===== config.mk =====
export PLATFORM = sky130hd
export DESIGN_NAME = htree_read_return_16
export DESIGN_NICKNAME = d
export VERILOG_FILES = /design/src/rtl/htree_read_return_16.sv
export SDC_FILE = /design/constraint.sdc
export NUM_CORES = 1
export LEC_CHECK = 0
export BUFFER_PORTS_ARGS = -buffer_cell sky130_fd_sc_hd__buf_2
export CORE_MARGIN = 4
export CORE_UTILIZATION = 35
export DETAILED_ROUTE_END_ITERATION = 8
export HOLD_SLACK_MARGIN = 0.05
export PLACE_DENSITY = 0.55
export RECOVER_POWER = 100
export SKIP_CTS_REPAIR_TIMING = 1
export SYNTH_ARGS = -nofsm -noshare
export SYNTH_HDL_FRONTEND = slang
export SYNTH_SLANG_ARGS = --single-unit

===== constraint.sdc =====
create_clock -name CLK -period 7.2 [get_ports CLK]
set_clock_uncertainty 0.05 [all_clocks]
set_input_delay 1.08 -clock CLK [delete_from_list [all_inputs] [get_ports CLK]]
set_output_delay 1.08 -clock CLK [all_outputs]
set_load 0.1 [all_outputs]

===== src/rtl/htree_read_return_16.sv =====
// Read-return gather stage for the 16-way H-tree.
// It snoops the host request stream and tracks reads in a tag pipeline sized
// to the fanout plus SRAM latency. Returning words pass through a registered
// two-level 4:1 select tree and are then buffered in a registered FIFO with
// credit-based issue control.
// Optional feature macro: HTREE_RET_PARITY_EN. When it is defined, the block
// adds per-bank parity select, a stored per-entry parity bit and a sticky
// parity error flag.
module htree_read_return_16 #(
  parameter int BusWidth   = 32,
  parameter int FANOUT_LAT = 3,
  parameter int SRAM_LAT   = 1,
  parameter int FIFO_DEPTH = 8
) (
  input  logic                   CLK,
  input  logic                   RST,
  input  logic                   req_en,
  input  logic                   req_we,
  input  logic [11:0]            req_addr,
  output logic                   req_ready,
  input  logic [16*BusWidth-1:0] bank_rdata,
`ifdef HTREE_RET_PARITY_EN
  input  logic [15:0]            bank_par,
  output logic                   rd_parity,
  output logic                   err_parity,
`endif
  output logic                   rd_valid,
  input  logic                   rd_ready,
  output logic [BusWidth-1:0]    rd_data,
  output logic [3:0]             rd_bank,
  output logic                   err_overflow
);

  localparam int Lat  = FANOUT_LAT + SRAM_LAT;
  localparam int CntW = $clog2(FIFO_DEPTH + 1);
  localparam int PtrW = $clog2(FIFO_DEPTH);

  logic                read_req;
  logic                accept;
  logic                push;
  logic                pop;
  logic [CntW-1:0]     inflight;
  logic [CntW-1:0]     count;
  logic [PtrW-1:0]     wr_ptr;
  logic [PtrW-1:0]     rd_ptr;

  logic [Lat-1:0]      tag_vld;
  logic [3:0]          tag_id [Lat];

  logic [BusWidth-1:0] s1_sel  [4];
  logic [BusWidth-1:0] s1_data [4];
  logic                s1_vld;
  logic [3:0]          s1_id;

  logic [BusWidth-1:0] s2_data;
  logic                s2_vld;
  logic [3:0]          s2_id;

  logic [BusWidth-1:0] fifo_data [FIFO_DEPTH];
  logic [3:0]          fifo_bank [FIFO_DEPTH];

  // Only bank-select bits of the address matter to the return path.
  logic                unused_addr_bits;
  assign unused_addr_bits = ^req_addr[7:0];

  assign read_req  = req_en && !req_we;
  assign req_ready = !RST && (inflight < CntW'(FIFO_DEPTH));
  assign accept    = read_req && req_ready;
  assign pop       = rd_valid && rd_ready;
  // An untracked push into a full FIFO can only come from a credit violation; drop it.
  assign push      = s2_vld && ((count != CntW'(FIFO_DEPTH)) || pop);

  // Tag valid shift pipeline, aligned with fanout + SRAM latency.
  always_ff @(posedge CLK) begin
    // NOTE: sequential state uses non-blocking assignments so every register samples pre-edge values.
    if (RST) begin
      tag_vld <= '0;
    end else begin
      tag_vld[0] <= accept;
      for (int i = 1; i < Lat; i++) tag_vld[i] <= tag_vld[i-1];
    end
  end

  // Tag bank-id shift pipeline (payload only, qualified by tag_vld).
  always_ff @(posedge CLK) begin
    tag_id[0] <= req_addr[11:8];
    for (int i = 1; i < Lat; i++) tag_id[i] <= tag_id[i-1];
  end

  // First-level quadrant selects, driven by the emerging tag's low bank bits.
  always_comb begin
    // NOTE: defaults first so that every path assigns each output and no latch is inferred.
    for (int q = 0; q < 4; q++) s1_sel[q] = '0;
    for (int q = 0; q < 4; q++) begin
      s1_sel[q] = bank_rdata[(q*4 + int'(tag_id[Lat-1][1:0]))*BusWidth +: BusWidth];
    end
  end

  // Stage 1 and stage 2 valid flags.
  always_ff @(posedge CLK) begin
    if (RST) begin
      s1_vld <= 1'b0;
      s2_vld <= 1'b0;
    end else begin
      s1_vld <= tag_vld[Lat-1];
      s2_vld <= s1_vld;
    end
  end

  // Stage 1 and stage 2 data registers; the quadrant bits pick the final word.
  always_ff @(posedge CLK) begin
    s1_data <= s1_sel;
    s1_id   <= tag_id[Lat-1];
    s2_data <= s1_data[s1_id[3:2]];
    s2_id   <= s1_id;
  end

  // FIFO pointers and occupancy; pointers wrap modulo the power-of-two depth.
  always_ff @(posedge CLK) begin
    if (RST) begin
      wr_ptr <= '0;
      rd_ptr <= '0;
      count  <= '0;
    end else begin
      if (push) wr_ptr <= wr_ptr + PtrW'(1);
      if (pop)  rd_ptr <= rd_ptr + PtrW'(1);
      case ({push, pop})
        2'b10:   count <= count + CntW'(1);
        2'b01:   count <= count - CntW'(1);
        default: count <= count;
      endcase
    end
  end

  // FIFO storage write port.
  always_ff @(posedge CLK) begin
    // NOTE: storage is not reset; pointers and count define validity and the outputs are gated by rd_valid.
    if (push) begin
      fifo_data[wr_ptr] <= s2_data;
      fifo_bank[wr_ptr] <= s2_id;
    end
  end

  assign rd_valid = (count != '0);
  assign rd_data  = rd_valid ? fifo_data[rd_ptr] : '0;
  assign rd_bank  = rd_valid ? fifo_bank[rd_ptr] : '0;

  // Credit counter: reads accepted but not yet popped by the host.
  always_ff @(posedge CLK) begin
    if (RST) begin
      inflight <= '0;
    end else begin
      case ({accept, pop})
        2'b10:   inflight <= inflight + CntW'(1);
        2'b01:   inflight <= inflight - CntW'(1);
        default: inflight <= inflight;
      endcase
    end
  end

  // Sticky flag for a read issued without credit.
  always_ff @(posedge CLK) begin
    if (RST) begin
      err_overflow <= 1'b0;
    end else if (read_req && !req_ready) begin
      err_overflow <= 1'b1;
    end
  end

`ifdef HTREE_RET_PARITY_EN
  logic       s1_par_sel [4];
  logic       s1_par     [4];
  logic       s2_par;
  logic       fifo_par   [FIFO_DEPTH];

  // Parity bits follow the same quadrant select as the data.
  always_comb begin
    for (int q = 0; q < 4; q++) s1_par_sel[q] = 1'b0;
    for (int q = 0; q < 4; q++) begin
      s1_par_sel[q] = bank_par[q*4 + int'(tag_id[Lat-1][1:0])];
    end
  end

  // Parity carried alongside the stage 1 and stage 2 data.
  always_ff @(posedge CLK) begin
    s1_par <= s1_par_sel;
    s2_par <= s1_par[s1_id[3:2]];
  end

  // Parity is recomputed from the word as it is written and stored per entry.
  always_ff @(posedge CLK) begin
    if (push) fifo_par[wr_ptr] <= ^s2_data;
  end

  // Sticky error when the recomputed parity disagrees with the bank's parity.
  always_ff @(posedge CLK) begin
    if (RST) begin
      err_parity <= 1'b0;
    end else if (push && ((^s2_data) != s2_par)) begin
      err_parity <= 1'b1;
    end
  end

  assign rd_parity = rd_valid ? fifo_par[rd_ptr] : 1'b0;
`endif

endmodule


==> results by group, run 1 <==
Status
  – Run status: finished, violations left
  – Failing checks: capacitance limit, slew limit

Routing
  – Initial DRT Pass Iterations: 5
  – Met2 wire len: 30.4 mm
  – Highest Signal Layer: met5
  – DR DRC count: 0
  – Vias per cell: a little over 5
  – Vias: 11800
  – Total Wirelength: approximately 62 mm
  – Met3 routed WL: 3.96 mm
  – Initial DRC Count: approximately 830
  – Metal-1 WL: 26.2 mm
  – WL per Instance: 26.7 um
  – Routed Antenna Nets: 0

Global routing
  – GR Overflow Total: 0
  – First-pass GRT wire length: ~87 mm
  – GRT Util Overall: 0.204
  – Vias in the first global route: 12600
  – Initial antenna violation count: 36
  – Largest net degree at the start of global routing: 130

Setup path
  – Top delay family on crit path: buffers and inverters
  – Worst Path Arrival: 4230 ps
  – Startpoint types: register
  – Setup CP Type: register to output port
  – Slowest stage cell, crit path: clkbuf_2
  – CP max stage delay: 1470 ps
  – WP data required: 6070 ps
  – Peak fanout along the critical path: slightly above 70
  – CP Capture Type: output port
  – Crit path cell chain: clkbuf_2, mux4_2, mux2i_1, nor2_1, clkbuf_1
  – Reg-to-reg startpoint: count[0]$_SDFFE_PP0P_
  – Worst Path Buf+Inv: 2

Floorplan
  – Core area: 55200 um^2
  – Io pins: 568
  – Die area: between 50000 and 60000 um^2
  – Initial Util: 0.354
  – FP Rows: 86
  – DIE HEIGHT: 244 um
  – Die Span X: 244 um

Power
  – Peak VDD IR: 317 uV
  – Leakage: 9.11 nW
  – PwrDens: 325 nW/um^2

Placement
  – Post-Place Cells: between 2000 and 2500
  – HPWL after DPL: between 40 and 50 mm
  – Dpl ws: between 3000 and 4000 ps
  – Final weighted congestion in routability-driven placement: between 0.9 and 1
  – IO buf count: 559

Timing
  – Worst rel slew slack: -0.972
  – Sum Neg Setup Slack: 0 ps
  – Fin. max-slew vios: 404
  – Final min period: 5360 ps
  – Max Fclk: 0.186 GHz
  – RSZ-0062 raised after global routing: no
  – Final Hold Vio Count: 0
  – Worst-Margin Slew: 2960 ps
  – Final WS setup: around 1800 ps
  – Final setup vio count: 0
  – Crit share post-route: 0.745

Logic synthesis
  – Post-Syn Area: around 20000 um^2
  – Share of the yosys chip area belonging to registers: 0.655
  – Yosys reg bits: 496
  – Library cells used by synthesis: 47
  – Largest family of logic cells by synthesized area: multiplexers
  – Post-synth top area share: 0.442
  – Compound-Gate Fraction of Synth Area: 0.00736
  – Post-synthesis simple-gate area fraction: 0.0227
  – Syn Area/Cell: 20.3 um^2
  – YS warnings: 0
  – Post-synth net total: about 1500
  – XOR/XNOR Fraction of Synth Area: 0.00486
  – Mapped Cells: 964
  – EDFF count, synth: 288
  – Async set-reset flop share out of synthesis: 0
  – Synth Area in Adders: 0.00550
  – Yosys top cell by area: edfxtp_1
  – Synth area leaders: edfxtp_1 (44%), mux4_2 (27%), dfxtp_1 (21%), mux2i_1 (2.0%), nor2_1 (1.0%)
  – Mux share of post-synthesis cell area: 0.288
  – Synth Flop Type: edfxtp_1

Clocking
  – Clock Latency Late Sink: 580 ps
  – CTS root buf: clkbuf_16
  – H-tree Lvls: 2
  – Clock Pin Slew Worst Setup and Hold Paths: 60 ps
  – CTS tree: yes
  – CTS Sinks: 496
  – Total CTS buffers: 52
  – Maximum clock path buffer count: 3

Cells and area
  – Fraction of layout cells with a size suffix above 1: 0.538
  – Synth-to-layout area growth: 26.8%
  – Post-Route Utilization: 0.449
  – Nets@finish: 2068
  – Post-Layout Cell Count: 2332

Run
  – Max cap viols: 11

Min path
  – Worst Hold Launch: tag_id[1][3]$_DFF_P_
  – Hold crit path type: register to register
cells in the final DEF (no fill, tap or decap), types with 2 or more instances in the layout:
master | netlist | final
edfxtp_1 | 288 | 288
clkbuf_8 | 0 | 4
nand3_1 | 4 | 4
xnor2_1 | 3 | 3
mux2i_1 | 39 | 39
xor2_1 | 6 | 7
nor3_1 | 5 | 2
clkbuf_1 | 16 | 60
inv_6 | 0 | 2
dfxtp_4 | 0 | 3
dfxtp_2 | 0 | 2
diode_2 | 0 | 10
buf_2 | 22 | 519
clkbuf_16 | 0 | 54
dfxtp_1 | 208 | 203
nand2b_1 | 3 | 3
nand2_1 | 4 | 5
ha_1 | 7 | 7
inv_1 | 3 | 5
clkinvlp_4 | 0 | 2
o211ai_1 | 2 | 2
clkinv_1 | 0 | 11
or3_1 | 1 | 2
nor2b_1 | 7 | 7
buf_12 | 0 | 2
a21oi_1 | 6 | 6
nor3_2 | 0 | 3
bufinv_16 | 0 | 4
clkbuf_2 | 0 | 2
nor2_1 | 54 | 52
buf_4 | 9 | 3
mux4_2 | 232 | 232
o21ai_0 | 2 | 3
clkinv_2 | 0 | 9
nor2_4 | 0 | 2
Yosys cell counts, types with 5 or more instances:
cell type	n
nor2b_1	7
mux4_2	232
mux2i_1	39
ha_1	7
nor2_1	54
clkbuf_1	16
edfxtp_1	288
nor3_1	5
buf_1	16
buf_4	9
buf_2	22
a21oi_1	6
xor2_1	6
dfxtp_1	208
per-stage QoR:
| step | area [um^2] | hold slack, ps | total power, W |
|---|---|---|---|
| 2_1_floorplan | 19500 | 260 | 0.00498 |
| 3_3_place_gp | 23200 | 261 | 0.00553 |
| 3_5_place_dp | 23200 | 262 | 0.00554 |
| 4_1_cts | 24900 | 274 | 0.00821 |
| 5_1_grt | 24800 | 278 | 0.00837 |
| 6_report | 24800 | 276 | 0.00805 |
where the power goes:
part	leakage [nW]	switching, W	internal, W
Sequential	4.34	0.000169	0.00318
Combinational	3.93	0.00147	0.000594
Clock	0.837	0.00108	0.00156
Total	9.11	0.00271	0.00534
cell families (layout without fill, tap and decap cells):
| group | after synthesis | after routing |
|---|---|---|
| multiplexers | 272 | 272 |
| other | 0 | 10 |
| XOR/XNOR | 10 | 10 |
| buffers and inverters | 69 | 679 |
| AO/OA/AOI/OAI | 19 | 19 |
| AND/OR/NAND/NOR | 90 | 90 |
| adder cells (fa/ha/maj) | 8 | 8 |
| flip-flops | 496 | 496 |
registers in the layout (all words and copies together), names as in the netlist, 4 cells and up, named ones only:
register and count:
fifo_data 256, s2_id 4, tag_id 16, count 4, inflight 4, fifo_bank 32
s2_data 32, tag_vld 4, s1_data 128, s1_id 4
worst register-to-register path, delay by kind of cell, from the launching register on:
kind | cells | cell delay (ps)
compound gates | 1 | 400
buf+inv | 1 | 2110
simple gates | 2 | 580
flops | 1 | 450
final timing paths:
check                                             endpoint  slack, ps  cells after the start
worst max-delay path                           rd_data[14]       1840                      5
worst min-delay path                  tag_id[2][3]$_DFF_P_        280                      0
worst max register to register  fifo_data[3][12]$_DFFE_PP_       3120                      4
worst min register to register        tag_id[2][3]$_DFF_P_        280                      0
per-layer routing:
metal / vias to the layer above / GRT usage
li1: 5126 / -
met1: 6120 / 0.273
met2: 431 / 0.332
met5: - / 0
met4: 22 / 0.0614
met3: 105 / 0.0490
cell type report:
| class | instances | area, um^2 |
|---|---|---|
| diodes | 10 | 25.0 |
| clock buffers | 69 | 1450 |
| clock inverters | 28 | 251 |
| inverters | 6 | 22.5 |
| fillers | 4885 | 30400 |
| well taps | 748 | 936 |
| multi-input cells | 399 | 6410 |
| repair buffers | 576 | 2860 |
| flip-flops and latches | 496 | 12800 |
Note: power is estimated with default switching activity, not from simulation.
==> run 2, diff against run 1 <==
PLACE_DENSITY = 0.57   (was 0.55)
clock period = 4.4 ns   (was 7.2 ns; I/O delays follow)
==> results by group, run 2 (same netlist as run 1, synthesis figures left out) <==
Timing
  – Worst rel slew slack: -0.826 (was -0.972)
  – Fin. max-slew vios: 129 (was 404)
  – Final setup vio count: 0 (unchanged)
  – Final min period: roughly 3900 ps
  – Final Hold Vio Count: 0 (unchanged)
  – Crit share post-route: 0.878
  – Sum Neg Setup Slack: 0 ps (unchanged)
  – Max Fclk: between 0.2 and 0.3 GHz
  – Worst-Margin Slew: 2740 ps (was 2960 ps)
  – Final hold slack: 126 ps (was 276 ps)
  – RSZ-0062 raised after global routing: no (unchanged)
  – Final WS setup: 538 ps (was 1840 ps)

Power
  – Leakage: 9.26 nW (was 9.11 nW)
  – PwrDens: 532 nW/um^2 (was 325 nW/um^2)
  – Peak VDD IR: 361 uV (was 317 uV)

Global routing
  – First-pass GRT wire length: 89.5 mm (was 87.5 mm)
  – Initial antenna violation count: 28 (was 36)
  – Largest net degree at the start of global routing: 59 (was 130)
  – GR Overflow Total: 0 (unchanged)
  – Vias in the first global route: 12600 (about the same)
  – GRT Util Overall: 0.208 (was 0.204)

Clocking
  – CTS root buf: clkbuf_16 (unchanged)
  – Clock Pin Slew Worst Setup and Hold Paths: 60 ps (about the same)
  – Total CTS buffers: 53 (was 52)
  – Maximum clock path buffer count: 3 (unchanged)
  – CTS Sinks: 496 (unchanged)
  – Clock Latency Late Sink: 590 ps (was 580 ps)
  – CTS tree: yes (unchanged)
  – H-tree Lvls: 2 (unchanged)

Floorplan
  – FP Rows: 86 (unchanged)
  – Io pins: 568 (unchanged)
  – Initial Util: 0.354 (unchanged)
  – Core area: 55200 um^2 (unchanged)
  – Die Span X: 244 um (unchanged)
  – DIE HEIGHT: 244 um (unchanged)
  – Die area: 59700 um^2 (unchanged)

Setup path
  – Setup CP Type: register to register (was register to output port)
  – WP data required: 4770 ps (was 6070 ps)
  – Reg-to-reg slack, setup: 540 ps (was 3120 ps)
  – CP Capture Type: register (was output port)
  – Peak fanout along the critical path: 48 (was 72)
  – Startpoint types: register (unchanged)
  – Worst Path Arrival: 4230 ps (about the same)

Placement
  – Post-Place Cells: 2234 (was 2225)
  – Dpl ws: 1330 ps (was 3120 ps)
  – Final weighted congestion in routability-driven placement: 0.946 (was 0.960)
  – IO buf count: 559 (unchanged)
  – HPWL after DPL: 47.3 mm (was 45.6 mm)
  – Dpl cell area: 23300 um^2 (was 23200 um^2)

Cells and area
  – Final Cell Area: 24900 um^2 (was 24800 um^2)
  – Fraction of layout cells with a size suffix above 1: 0.557 (was 0.538)
  – Largest Register: fifo_data (unchanged)
  – Leading registers by flop count: fifo_data (256), s1_data (128) (unchanged)
  – Largest register FFs: 256 (unchanged)
  – Most frequent cells in the layout: buf_2 (532), edfxtp_1 (288), mux4_2 (232) (was buf_2 (519), edfxtp_1 (288), mux4_2 (232))
  – Post-Layout Cell Count: 2337 (was 2332)
  – Commonest non-fill, non-tap cell in the layout: buf_2 (unchanged)
  – Synth-to-layout area growth: 27.4% (was 26.8%)
  – Nets@finish: 2078 (was 2068)

Routing
  – Vias: 11900 (was 11800)
  – WL per Instance: 27.1 um (was 26.7 um)
  – DR DRC count: 0 (unchanged)
  – Routed Antenna Nets: 0 (unchanged)
  – Total Wirelength: 63.3 mm (was 62.3 mm)
  – Initial DRC Count: 842 (was 829)
  – Vias per cell: 5.08 (was 5.06)
  – Initial DRT Pass Iterations: 5 (unchanged)

Run
  – Max cap viols: 4 (was 11)

Status
  – Failing checks: capacitance limit, slew limit (unchanged)
  – Run status: finished, violations left (unchanged)

Min path
  – Hold crit path type: input pin to register (was register to register)
run 2: layer usage:
layer,vias up,share of wire,track usage
li1,5137,-,-
met1,6163,0.43,0.287
met2,451,0.49,0.348
met3,110,0.054,0.0360
met4,4,0.020,0.0449
met5,-,0.00033,0
run 2: final timing paths:
kind	from	end	cells after the start
min	req_addr[9]	tag_id[0][1]$_DFF_P_	1
min reg2reg	s1_id[0]$_DFF_P_	s2_id[0]$_DFF_P_	0
max reg2reg	tag_id[3][1]$_DFF_P_	s1_data[11]$_DFF_P_	2
max	tag_id[3][1]$_DFF_P_	s1_data[11]$_DFF_P_	2
run 2: cell type report:
type                       count  area, um^2
fill                        4869       30300
sequential                   496       12800
multi-input combinational    399        6420
timing repair buffer         585        3000
clock buffer                  72        1460
tap                          748         936
clock inverter                28         245
inverter                       6        22.5
antenna                        3        7.51
run 2: worst max-delay path, stage by stage (launching register included):
cell      delay, ps
dfxtp_1        2130
clkbuf_1        870
mux4_2          530
run 2: power breakdown:
group          internal, W  total (W)  switching, W
sequential         0.00520    0.00547      0.000265
clock              0.00256    0.00435       0.00179
combinational      0.00102    0.00342       0.00240
run 2: per-stage QoR:
step | power, W | util
finish | 0.0132 | 0.451
global route | 0.0138 | 0.451
CTS | 0.0135 | 0.454
detailed placement | 0.00911 | 0.423
global placement | 0.00908 | 0.423
floorplan | 0.00815 | -
==> run 3, diff against run 2 <==
PLACE_DENSITY = 0.55   (was 0.57)
clock period = 3.7 ns   (was 4.4 ns; I/O delays follow)
==> results by group, run 3 (same netlist as run 1, synthesis figures left out) <==
Timing
  – Fin. max-slew vios: 206 (was 129)
  – Final WS setup: 228 ps (was 538 ps)
  – Max Fclk: 0.288 GHz
  – Crit share post-route: 0.938
  – Worst-Margin Slew: 2110 ps (was 2740 ps)
  – Final Hold Vio Count: 0 (unchanged)
  – Final setup vio count: 0 (unchanged)
  – Worst rel slew slack: -0.405 (was -0.826)
  – RSZ-0062 raised after global routing: no (unchanged)
  – Final min period: 3470 ps

Power
  – Total power: 0.0158 W (was 0.0132 W)
  – PwrDens: 633 nW/um^2 (was 532 nW/um^2)
  – Leakage: 9.34 nW (was 9.26 nW)
  – Peak VDD IR: 438 uV (was 361 uV)

Placement
  – Final weighted congestion in routability-driven placement: 0.960 (was 0.946)
  – Dpl ws: 686 ps (was 1330 ps)
  – IO buf count: 559 (unchanged)
  – HPWL after DPL: 47.1 mm (was 47.3 mm)
  – Dpl cell area: 23400 um^2 (was 23300 um^2)

Setup path
  – Startpoint types: register (unchanged)
  – Worst Path Arrival: 2870 ps (was 4230 ps)
  – CP Capture Type: output port (was register)
  – Reg-to-reg startpoint: tag_id[3][1]$_DFF_P_ (unchanged)
  – Setup CP Type: register to output port (was register to register)
  – WP data required: 3090 ps (was 4770 ps)
  – Peak fanout along the critical path: 28 (was 48)

Global routing
  – Largest net degree at the start of global routing: 66 (was 59)
  – Initial antenna violation count: 22 (was 28)
  – First-pass GRT wire length: 88.4 mm (was 89.5 mm)
  – Vias in the first global route: 12500 (was 12600)
  – GR Overflow Total: 0 (unchanged)
  – GRT Util Overall: 0.206 (was 0.208)

Clocking
  – Total CTS buffers: 52 (was 53)
  – CTS Sinks: 496 (unchanged)
  – CTS tree: yes (unchanged)
  – H-tree Lvls: 2 (unchanged)
  – CTS root buf: clkbuf_16 (unchanged)
  – Clock Pin Slew Worst Setup and Hold Paths: 60 ps (about the same)
  – Maximum clock path buffer count: 3 (unchanged)
  – Clock Latency Late Sink: 590 ps (about the same)

Routing
  – Initial DRC Count: 692 (was 842)
  – DR DRC count: 0 (unchanged)
  – WL per Instance: 26.8 um (was 27.1 um)
  – Initial DRT Pass Iterations: 4 (was 5)
  – Routed Antenna Nets: 0 (unchanged)
  – Total Wirelength: 62.7 mm (was 63.3 mm)
  – Vias: 11800 (was 11900)
  – Vias per cell: 5.03 (was 5.08)

Min path
  – Hold crit path type: input pin to register (unchanged)
  – Worst Hold Launch: bank_rdata[284] (was req_addr[9])

Cells and area
  – Synth-to-layout area growth: 27.9% (was 27.4%)
  – Ant diodes: 0 (was 3)
  – Nets@finish: 2084 (was 2078)
  – Largest Register: fifo_data (unchanged)
  – Leading registers by flop count: fifo_data (256), s1_data (128) (unchanged)
  – Largest register FFs: 256 (unchanged)
  – Fraction of layout cells with a size suffix above 1: 0.566 (was 0.557)
  – Most frequent cells in the layout: buf_2 (524), edfxtp_1 (288), mux4_2 (232) (was buf_2 (532), edfxtp_1 (288), mux4_2 (232))
  – Commonest non-fill, non-tap cell in the layout: buf_2 (unchanged)
  – Final Cell Area: 25000 um^2 (was 24900 um^2)

Floorplan
  – Die area: 59700 um^2 (unchanged)
  – Initial Util: 0.354 (unchanged)
  – Die Span X: 244 um (unchanged)
  – FP Rows: 86 (unchanged)
  – Io pins: 568 (unchanged)
  – Core area: 55200 um^2 (unchanged)
  – DIE HEIGHT: 244 um (unchanged)

Status
  – Run status: finished, violations left (unchanged)
  – Failing checks: capacitance limit, slew limit (unchanged)

Run
  – Max cap viols: 6 (was 4)
## run 3: cell count changes in the layout (fill, tap and decap cells not counted), moves of 3 or more
cell	delta
clkbuf_8	+10
clkbuf_2	+17
diode_2	-3
clkbuf_16	-3
dlygate4sd3_1	+4
buf_2	-8
clkinv_2	-3
clkbuf_1	-15
## run 3: final timing paths
check | to | slack [ps] | cells past startpoint
worst max-delay path | rd_data[19] | 230 | 5
worst min-delay path | s1_data[60]$_DFF_P_ | 230 | 2
worst max register to register | s1_data[80]$_DFF_P_ | 300 | 2
worst min register to register | tag_id[2][0]$_DFF_P_ | 270 | 0
## run 3: critical path: stages (launching register included)
cell	delay, ps
dfxtp_4	580
buf_12	310
mux4_2	550
mux2i_1	330
nor2_1	100
clkbuf_2	400
## run 3: layer usage
| metal | global-route usage | share of wire |
|---|---|---|
| met1 | 0.288 | 0.43 |
| met4 | 0.0371 | 0.018 |
| met3 | 0.0346 | 0.050 |
| met2 | 0.347 | 0.50 |
| met5 | 0 | 0.00088 |
## run 3: per-stage QoR
step | std cells | setup TNS (ps) | utilization | hold WS, ps
floorplan | 964 | -54380 | - | 260
global placement | 2237 | 0 | 0.424 | 261
detailed placement | 2237 | 0 | 0.424 | 263
CTS | 2333 | 0 | 0.455 | -28.0
global route | 2337 | 0 | 0.453 | 194
finish | 2337 | 0 | 0.453 | 226
## run 3: area by class of cell
| type | count | area (um^2) |
|---|---|---|
| well taps | 748 | 936 |
| fillers | 4882 | 30200 |
| multi-input cells | 399 | 6410 |
| flip-flops and latches | 496 | 12800 |
| repair buffers | 592 | 3070 |
| clock inverters | 24 | 239 |
| inverters | 6 | 22.5 |
| clock buffers | 72 | 1500 |
## run 3: where the power goes
part / switching (W) / internal, W / total, W / leakage, nW
clock: 0.00213 / 0.00310 / 0.00523 / 0.858
combinational: 0.00286 / 0.00124 / 0.00410 / 4.15
sequential: 0.000315 / 0.00619 / 0.00650 / 4.34
